--- src/rtl/serial_paralelo_rx_pkg.sv ---
// Shared definitions for the PCIe lane serial-to-parallel receiver:
// the COM symbol, the FSM state type and the counter widths.
package sp_rx_pkg;

  // K28.5 COM symbol used for byte alignment and idle fill
  localparam logic [7:0] COM_SYM = 8'hBC;

  // Width of the bit-phase counter (8 bits per byte)
  localparam int PHASE_W = 3;

  // Width of the consecutive-COM counter (COM_COUNT up to 15)
  localparam int COM_CNT_W = 4;

  typedef enum logic [1:0] {
    SEARCH = 2'd0,
    ALIGN  = 2'd1,
    ACTIVE = 2'd2
  } rx_state_t;

  // True when a byte is the COM symbol
  function automatic logic is_com_sym(input logic [7:0] b);
    return (b == COM_SYM);
  endfunction

endpackage

--- src/rtl/serial_paralelo_rx_if.sv ---
// Lane-side bundle of the deserializer: the serial bit going in and the
// parallel payload, its strobe and the lane-active flag coming out.
// master: the side feeding serial bits and consuming the parallel words.
// slave:  the deserializer itself.
interface serial_paralelo_rx_if;

  logic       data_in;
  logic [7:0] data_out;
  logic       valid_out;
  logic       active;

  modport master (
    output data_in,
    input  data_out,
    input  valid_out,
    input  active
  );

  modport slave (
    input  data_in,
    output data_out,
    output valid_out,
    output active
  );

endinterface

--- src/rtl/serial_paralelo_rx_comma_det.sv ---
// COM symbol detector. Purely combinational so it can be shared with the
// serializer-side checker, which looks at the same byte window.
module sp_rx_comma_det
  import sp_rx_pkg::*;
(
  input  logic [7:0] nsr,
  output logic       is_com
);

  assign is_com = is_com_sym(nsr);

endmodule

--- src/rtl/serial_paralelo_rx.sv ---
// Receive-side serial-to-parallel deserializer for one PCIe PHY lane.
// Shifts in one bit per clk_32f edge (MSB first), hunts for the COM symbol
// at any bit offset, confirms alignment with COM_COUNT consecutive aligned
// COMs and then delivers every non-COM byte with a one-cycle valid strobe.
// Idle COMs are swallowed so downstream logic only sees payload.
//
// Optional feature: define SP_RX_LOSS_DETECT_EN to drop back to SEARCH when
// a COM shows up off the byte boundary while ACTIVE. Without it, only reset
// leaves ACTIVE.
module serial_paralelo_rx
  import sp_rx_pkg::*;
#(
  parameter int COM_COUNT = 4   // consecutive aligned COMs to lock, 1..15
) (
  input  logic                 clk_32f,
  input  logic                 reset,
  serial_paralelo_rx_if.slave  bus
);

  localparam logic [COM_CNT_W-1:0] COM_TARGET = COM_CNT_W'(COM_COUNT);

  rx_state_t              state, state_n;
  logic [7:0]             sr;
  logic [7:0]             nsr;
  logic [PHASE_W-1:0]     cnt, cnt_n;
  logic [COM_CNT_W-1:0]   com_cnt, com_cnt_n, com_cnt_inc;
  logic                   is_com;
  logic                   boundary;

  // Output register stage: payload byte and its strobe travel together
  logic [7:0]             data_p1, data_n;
  logic                   vld_p1, vld_n;

  // Stage 0: byte window formed from the shift register plus the new bit
  assign nsr         = {sr[6:0], bus.data_in};
  assign boundary    = (cnt == '1);
  assign com_cnt_inc = com_cnt + COM_CNT_W'(1);

  sp_rx_comma_det u_comma_det (
    .nsr    (nsr),
    .is_com (is_com)
  );

  // Next-state, counter and output decisions for the alignment FSM
  always_comb begin
    state_n   = state;
    cnt_n     = cnt + PHASE_W'(1);
    com_cnt_n = com_cnt;
    data_n    = data_p1;
    vld_n     = 1'b0;

    unique case (state)
      SEARCH: begin
        // Bit-by-bit hunt: a hit resets the phase so this COM ends a byte
        if (is_com) begin
          cnt_n     = '0;
          com_cnt_n = COM_CNT_W'(1);
          state_n   = (COM_COUNT == 1) ? ACTIVE : ALIGN;
        end
      end

      ALIGN: begin
        // Only whole bytes count; any non-COM byte breaks the run
        if (boundary) begin
          if (is_com) begin
            com_cnt_n = com_cnt_inc;
            if (com_cnt_inc == COM_TARGET) begin
              state_n = ACTIVE;
            end
          end else begin
            com_cnt_n = '0;
            state_n   = SEARCH;
          end
        end
      end

      ACTIVE: begin
        // Payload bytes are delivered; idle COMs just keep the strobe low
        if (boundary) begin
          if (!is_com) begin
            data_n = nsr;
            vld_n  = 1'b1;
          end
        end
`ifdef SP_RX_LOSS_DETECT_EN
        // A COM off the boundary means the lane slipped: realign
        else if (is_com) begin
          state_n   = SEARCH;
          com_cnt_n = '0;
        end
`endif
      end

      default: begin
        state_n   = SEARCH;
        com_cnt_n = '0;
      end
    endcase
  end

  // State, shift register, counters and output stage registers
  always_ff @(posedge clk_32f) begin
    if (reset) begin
      state   <= SEARCH;
      sr      <= '0;
      cnt     <= '0;
      com_cnt <= '0;
      data_p1 <= '0;
      vld_p1  <= 1'b0;
    end else begin
      state   <= state_n;
      sr      <= nsr;
      cnt     <= cnt_n;
      com_cnt <= com_cnt_n;
      data_p1 <= data_n;
      vld_p1  <= vld_n;
    end
  end

  // Stage 1: registered outputs; active follows the registered state
  assign bus.data_out  = data_p1;
  assign bus.valid_out = vld_p1;
  assign bus.active    = (state == ACTIVE);

endmodule

--- src/flat_wrapper.sv ---
// flat-port wrapper written by rule: the top's interface ports become plain ports
module serial_paralelo_rx_flat import sp_rx_pkg::*;
#(
  parameter int COM_COUNT = 4                                             
)
  (clk_32f, reset, bus_data_in, bus_data_out, bus_valid_out, bus_active);
  serial_paralelo_rx_if bus_i ();
  input  logic clk_32f;
  input  logic reset;
  input wire logic [$bits(bus_i.data_in)-1:0] bus_data_in;
  output wire logic [$bits(bus_i.data_out)-1:0] bus_data_out;
  output wire logic [$bits(bus_i.valid_out)-1:0] bus_valid_out;
  output wire logic [$bits(bus_i.active)-1:0] bus_active;
  assign bus_i.data_in = bus_data_in;
  assign bus_data_out = bus_i.data_out;
  assign bus_valid_out = bus_i.valid_out;
  assign bus_active = bus_i.active;
  serial_paralelo_rx #(.COM_COUNT(COM_COUNT)) u_core (.clk_32f(clk_32f), .reset(reset), .bus(bus_i));
endmodule
--- config.mk ---
export PLATFORM = sky130hd
export DESIGN_NAME = serial_paralelo_rx_flat
export DESIGN_NICKNAME = d
export VERILOG_FILES = /design/src/rtl/serial_paralelo_rx_pkg.sv /design/src/rtl/serial_paralelo_rx_if.sv /design/src/rtl/serial_paralelo_rx_comma_det.sv /design/src/rtl/serial_paralelo_rx.sv /design/src/flat_wrapper.sv
export SDC_FILE = /design/constraint.sdc
export NUM_CORES = 1
export LEC_CHECK = 0
export CAP_MARGIN = 30
export CORE_MARGIN = 3
export CORE_UTILIZATION = 53
export DETAILED_ROUTE_END_ITERATION = 8
export GPL_ROUTABILITY_DRIVEN = 0
export PLACE_DENSITY_LB_ADDON = 0.3
export SLEW_MARGIN = 5
export SYNTH_ARGS = -nofsm -noshare
export SYNTH_HDL_FRONTEND = slang
export SYNTH_SLANG_ARGS = --single-unit
--- constraint.sdc ---
create_clock -name clk_32f -period 2.3 [get_ports clk_32f]
set_clock_uncertainty 0.1 [all_clocks]
set_input_delay 0.345 -clock clk_32f [delete_from_list [all_inputs] [get_ports clk_32f]]
set_output_delay 0.345 -clock clk_32f [all_outputs]
set_load 0.01 [all_outputs]
==> metrics.md, run 1 <==
| Metric | Value |
|---|---|
| Share of cells above drive strength 1 | `10.0%` |
| Max Root-Sink Buffers | `2` |
| First drt pass iteration count | `4` |
| I/O Pins | `13` |
| Pleak | `0.488 nW` |
| Setup crit start kind | `flop` |
| Cts repair resizes | `0` |
| Initial antenna violation count | `0` |
| Die X | `51.7 um` |
| Remaining antenna violation count | `0` |
| Largest net degree at the start of global routing | `20` |
| IO Port Bufs | `12` |
| CP arrival | `1.57 ns` |
| Top cells by area, synth | `dfxtp_1 (45%), nor2b_1 (6.8%), nor2_1 (4.7%)` |
| Setup Crit Path Kind | `reg2out` |
| Setup WS post-layout | `0.283 ns` |
| H-tree depth | `1` |
| Syn avg cell area | `around 9.4 sq um` |
| Worst slack at placement | `roughly 0.16 ns` |
| Average wire per cell in the routed design | `~14 um` |
| CTS tree | `built` |
| Avg Vias per Cell | `just under 6` |
| First-pass GRT wire length | `3.55 mm` |
| Flop pwr share | `~66%` |
| Area share of the largest cell type after synthesis | `45.2%` |
| Worst hold slack | `0.330 ns` |
| Hold Crit Class | `reg2reg` |
| Core Rows | `15` |
| Worst-margin pin slew | `0.464 ns` |
| Cts bufs inserted | `3` |
| Minimum clock period | `2.02 ns` |
| Cells after Synth | `118` |
| Tot GR Track Use | `17.7%` |
| Slew margin rel. | `69.0%` |
| Hold path cells | `1` |
| CTS clk-pin slew, worst paths | `0.13 ns` |
| Worst setup EP type | `output port` |
| Sw frac | `22.5%` |
| CP Max Fanout | `11` |
| Hold Buf Count CTS | `0` |
| Final setup viols | `0` |
| Worst EP required | `1.86 ns` |
| Die area | `~2700 sq um` |
| Clock Power Share | `28.7%` |
| Area leader, netlist | `dfxtp_1` |
| Ys flop type | `dfxtp_1` |
| Sum Neg Setup Slack | `0 ns` |
| #FFs+latches synth | `25` |
| DRC | `0` |
| Post-DP HPWL | `1.55 mm` |
| Status | `complete, no violations` |
| RSZ-0062 raised after global routing | `no` |
| Die Y | `51.7 um` |
| Initial core utilization | `60.2%` |
| Vias in the first global route | `810` |
| Comb pwr share | `4.9%` |
| Clock sink count | `25` |
| Core Area | `1840 sq um` |
| Max-slew violations | `0` |
| Pwr Density | `530 nW/um^2` |
| Post-Route WL | `2.17 mm` |
| Antenna cell count | `0` |
| Count of cell types in the netlist | `34` |
| Synth warn | `0` |
| Initial DRC count | `29` |
| Synth Net Count | `between 100 and 150` |
| Fraction of registers with async set/reset | `0%` |
| Fin nets | `138` |
| Max VDD drop | `0.463 mV` |
| Post-CTS Setup Bufs | `0` |
| Final hold viol count | `0` |
| Worst R2R Path Depth | `6` |
| Number of synthesized flops with an enable pin | `0` |
| Via count | `915` |
| Overflow after GRT | `0` |
| Area grow syn2layout | `15.0%` |
| Sequential share of the synthesized area | `between 40% and 50%` |
| Max Clk Rate | `496 MHz` |
| Clk root buf | `clkbuf_4` |
| Total internal power | `0.000523 W` |
| Worst skew pair latency | `0.32 ns` |
| Mapped cell area | `1110 sq um` |
| Switching power | `approximately 0.00015 W` |
| Max-cap violation count | `0` |
| Final worst path period share | `87.7%` |
==> layout make-up <==
type	count	area, sq um
tap	25	31.3
timing repair buffer	15	143
fill	164	566
clock buffer	3	22.5
sequential	25	500
multi-input combinational	85	568
clock inverter	1	5.00
inverter	1	3.75
==> path summary, 6_finish.rpt <==
check | startpoint | endpoint | slack, ns
setup / recovery | u_core.state[0]$_SDFFE_PP0P_ | bus_active | 0.28
hold / removal | u_core.cnt[0]$_SDFF_PP0_ | u_core.cnt[0]$_SDFF_PP0_ | 0.33
setup reg to reg | u_core.cnt[0]$_SDFF_PP0_ | u_core.com_cnt[2]$_SDFFE_PP0P_ | 0.43
hold reg to reg | u_core.cnt[0]$_SDFF_PP0_ | u_core.cnt[0]$_SDFF_PP0_ | 0.33
==> routing by layer <==
layer  vias up  global-route usage (%)  wire, um  part of all wire [%]
met5         -                       0         0                     0
met4         0                    9.17        34                   1.6
met3         4                    4.01       140                   6.5
met2        37                    27.1       983                    45
met1       436                    23.1      1010                    47
li1        438                       -         -                     -
==> power groups by stage <==
stage | registers [W] | clock network, W | logic [W]
floorplan | 0.000456 | 0 | 0.0000226
global placement | 0.000457 | 0 | 0.0000305
detailed placement | 0.000457 | 0 | 0.0000329
CTS | 0.000448 | 0.000201 | 0.0000332
global route | 0.000449 | 0.000214 | 0.0000366
finish | 0.000448 | 0.000194 | 0.0000332
==> worst max-delay path, stage by stage (launching register included) <==
cell and delay, ns:
dfxtp_1 0.63, nor2b_1 0.13, clkdlybuf4s50_1 0.50
==> logic make-up (layout without fill, tap and decap cells) <==
logic type	Yosys count	count (layout)	share of synthesized area, %
AND/OR/NAND/NOR	49	49	26.3
flip-flops	25	25	45.2
buffers and inverters	8	20	3.50
adder cells (fa/ha/maj)	4	4	4.52
multiplexers	7	7	6.55
AO/OA/AOI/OAI	25	25	13.9
==> cells in the final DEF, fill, tap and decap left out, drive strengths merged <==
master         count
buf                3
nor4               2
and2               2
clkbuf             3
a221oi             2
nor3               2
or4                1
a41oi              1
dfxtp             25
nor3b              1
o21a               1
o22ai              1
nor2b             12
clkinv             1
inv                1
nand2b             1
mux2               2
nand4              2
a22o               1
mux2i              5
clkdlybuf4s50     12
nor2              14
nand2              6
a31oi              2
a21oi              9
o21ai              5
ha                 4
nand3              6
a22oi              2
o21bai             1
==> registers in the layout (all words and copies together), names as in the netlist <==
name and cells:
u_core.bus.data_out 8, u_core.bus.valid_out 1, u_core.cnt 3, u_core.com_cnt 4, u_core.sr 7, u_core.state 2
==> synthesized netlist by cell type, drive strengths merged (3+ instances only) <==
cell type,n
nand3,6
clkbuf,4
a21oi,9
o21ai,5
nor2b,12
mux2i,5
buf,3
nor2,14
nand2,6
dfxtp,25
ha,4
==> metrics by stage <==
stage	power [W]	area, sq um	util (%)	cells
2_1_floorplan	0.000478	1110	-	118
3_3_place_gp	0.000487	1250	67.8	151
3_5_place_dp	0.000490	1250	67.8	151
4_1_cts	0.000683	1270	69.3	155
5_1_grt	0.000700	1270	69.3	155
6_report	0.000675	1270	69.3	155
Power figures use the tool's default switching activity.
==> run 2: changes to the inputs <==
--- a/config.mk
+++ b/config.mk
@@ -5,12 +5,14 @@
 export SDC_FILE = /design/constraint.sdc
 export NUM_CORES = 1
 export LEC_CHECK = 0
+export ABC_CLOCK_PERIOD_IN_PS = 2300
 export CAP_MARGIN = 30
 export CORE_MARGIN = 3
 export CORE_UTILIZATION = 53
 export DETAILED_ROUTE_END_ITERATION = 8
 export GPL_ROUTABILITY_DRIVEN = 0
 export PLACE_DENSITY_LB_ADDON = 0.3
+export RECOVER_POWER = 50
 export SLEW_MARGIN = 5
 export SYNTH_ARGS = -nofsm -noshare
 export SYNTH_HDL_FRONTEND = slang
==> metrics.md, run 2 (synthesized netlist as in run 1, its figures left out) <==
| Metric | Value |
|---|---|
| Sum Neg Setup Slack | `0 ns (unchanged)` |
| Max Clk Rate | `496 MHz (about the same)` |
| Die Y | `51.7 um (unchanged)` |
| Max VDD drop | `0.469 mV (+1.3%)` |
| DRC | `0 (unchanged)` |
| RSZ-0062 raised after global routing | `no` |
| Clk root buf | `clkbuf_4` |
| Largest net degree at the start of global routing | `20 (unchanged)` |
| Post-CTS Setup Bufs | `0 (unchanged)` |
| Max Root-Sink Buffers | `2 (unchanged)` |
| Setup WS post-layout | `0.285 ns (+0.00176 ns)` |
| Core Rows | `15 (unchanged)` |
| Antenna cell count | `0 (unchanged)` |
| Remaining antenna violation count | `0 (unchanged)` |
| Max-slew violations | `0 (unchanged)` |
| Worst skew pair latency | `0.32 ns (about the same)` |
| Area grow syn2layout | `14.3%` |
| Commonest non-fill, non-tap cells in the layout | `dfxtp_1 (25), nor2_1 (14), nor2b_1 (12), a21oi_1 (9), dlygate4sd3_1 (7)` |
| Multi-input logic area | `564 sq um (-0.66%)` |
| Via count | `891 (-2.6%)` |
| H-tree depth | `1 (unchanged)` |
| Worst slack at placement | `0.156 ns (unchanged)` |
| CP Max Fanout | `11 (unchanged)` |
| First-pass GRT wire length | `3.55 mm (unchanged)` |
| Commonest non-fill, non-tap cell in the layout | `dfxtp_1` |
| Reg2reg end | `u_core.bus.data_out[5]$_SDFFE_PP0P_` |
| IO Port Bufs | `12 (unchanged)` |
| R2R Setup Slk | `0.31 ns (-0.12 ns)` |
| Met2 wire length | `985 um (+0.20%)` |
| Register area | `500 sq um (unchanged)` |
| Initial DRC count | `33 (+14%)` |
| Worst R2R Path Depth | `5 (-1)` |
| Clock sink count | `25 (unchanged)` |
| Slew margin rel. | `48.9% (-20 points)` |
| Average wire per cell in the routed design | `13.9 um (-0.51%)` |
| Vias in the first global route | `810 (unchanged)` |
| Setup Crit Path Kind | `reg2out` |
| Setup crit start kind | `flop` |
| Cts bufs inserted | `3 (unchanged)` |
| Overflow after GRT | `0 (unchanged)` |
| Tot GR Track Use | `17.7% (unchanged)` |
| Post-DP HPWL | `1.55 mm (unchanged)` |
| Wire length on met3 | `140 um (unchanged)` |
| Avg Vias per Cell | `5.75 (-2.6%)` |
| Die X | `51.7 um (unchanged)` |
| Final worst path period share | `87.6% (about the same)` |
| Hold Buf Count CTS | `0 (unchanged)` |
| Pleak | `0.503 nW (+3.0%)` |
| Worst setup EP type | `output port` |
| CP arrival | `1.57 ns (about the same)` |
| Worst-margin pin slew | `0.766 ns (+0.302 ns)` |
| Max-cap violation count | `0 (unchanged)` |
| Hold Crit Class | `reg2reg` |
| Filler cell count in the final layout | `166 (+1.2%)` |
| Post-Route WL | `2.15 mm (-0.51%)` |
| Metal-1 WL | `987 um (-2.0%)` |
| First drt pass iteration count | `4 (unchanged)` |
| RR Startpoint | `u_core.sr[4]$_SDFF_PP0_` |
| Crit path from | `u_core.state[0]$_SDFFE_PP0P_` |
| Initial antenna violation count | `0 (unchanged)` |
| PnR Total Power | `0.000676 W (+0.10%)` |
| Worst EP required | `1.86 ns (about the same)` |
| Highest routed layer | `met4` |
| Final hold viol count | `0 (unchanged)` |
| Status | `complete, no violations` |
| Initial core utilization | `60.2% (unchanged)` |
| Fin nets | `138 (unchanged)` |
| Minimum clock period | `2.02 ns (-0.00176 ns)` |
| Die area | `2670 sq um (unchanged)` |
| Max FFs per register | `8 (unchanged)` |
| Final setup viols | `0 (unchanged)` |
| Cts repair resizes | `0 (unchanged)` |
| Pwr Density | `534 nW/um^2 (+0.70%)` |
| I/O Pins | `13 (unchanged)` |
| Worst Setup EP | `bus_active` |
| CTS tree | `built` |
| Share of cells above drive strength 1 | `8.46% (-1.5 points)` |
| CTS clk-pin slew, worst paths | `0.13 ns (about the same)` |
| Core Area | `1840 sq um (unchanged)` |
[run 2: cell count changes in the layout (fill, tap and decap cells not counted)]
cell,delta
and2_1,-2
and2_0,+2
buf_4,-1
or4_4,-1
clkdlybuf4s50_1,-7
dlygate4sd3_1,+7
or4_1,+1
clkbuf_1,+1
[run 2: area by class of cell]
| class | count | area share (%) |
|---|---|---|
| clock buffer | 3 | 1.78 |
| clock inverter | 1 | 0.395 |
| inverter | 1 | 0.296 |
| multi-input combinational | 85 | 44.6 |
| sequential | 25 | 39.5 |
| tap | 25 | 2.47 |
| timing repair buffer | 15 | 11.0 |
[run 2: metrics by stage]
step                hold slack, ns  instances  utilization (%)  cell area (sq um)
detailed placement           0.314        151             67.8               1250
finish                       0.330        155             68.8               1270
global route                 0.352        155             68.8               1270
CTS                          0.333        155             69.3               1270
global placement             0.306        151             67.8               1250
floorplan                    0.298        118                -               1110
[run 2: worst min-delay path by stage]
stage | startpoint | end | slack, ns | cells past startpoint
floorplan | u_core.cnt[0]$_SDFF_PP0_ | u_core.cnt[0]$_SDFF_PP0_ | 0.30 | 1
CTS | u_core.cnt[0]$_SDFF_PP0_ | u_core.cnt[0]$_SDFF_PP0_ | 0.33 | 1
global route | u_core.cnt[0]$_SDFF_PP0_ | u_core.cnt[0]$_SDFF_PP0_ | 0.35 | 1
global placement | u_core.cnt[0]$_SDFF_PP0_ | u_core.cnt[0]$_SDFF_PP0_ | 0.31 | 1
detailed placement | u_core.cnt[0]$_SDFF_PP0_ | u_core.cnt[0]$_SDFF_PP0_ | 0.31 | 1
finish | u_core.cnt[0]$_SDFF_PP0_ | u_core.cnt[0]$_SDFF_PP0_ | 0.33 | 1
[run 2: worst max-delay path, stage by stage (launching register included)]
cell and delay, ns:
dfxtp_1 0.63, nor2b_1 0.13, clkdlybuf4s50_1 0.50
[run 2: per-layer routing]
layer / up-vias / track usage [%]
met4: 0 / 9.17
li1: 438 / -
met3: 5 / 4.01
met1: 417 / 23.1
met2: 31 / 27.1
met5: - / 0
[run 2: report_power, final]
group	switching [W]	total, W	internal (W)
logic	0.0000170	0.0000319	0.0000148
clock network	0.000131	0.000196	0.0000652
registers	0.00000642	0.000448	0.000442
total	0.000154	0.000676	0.000522
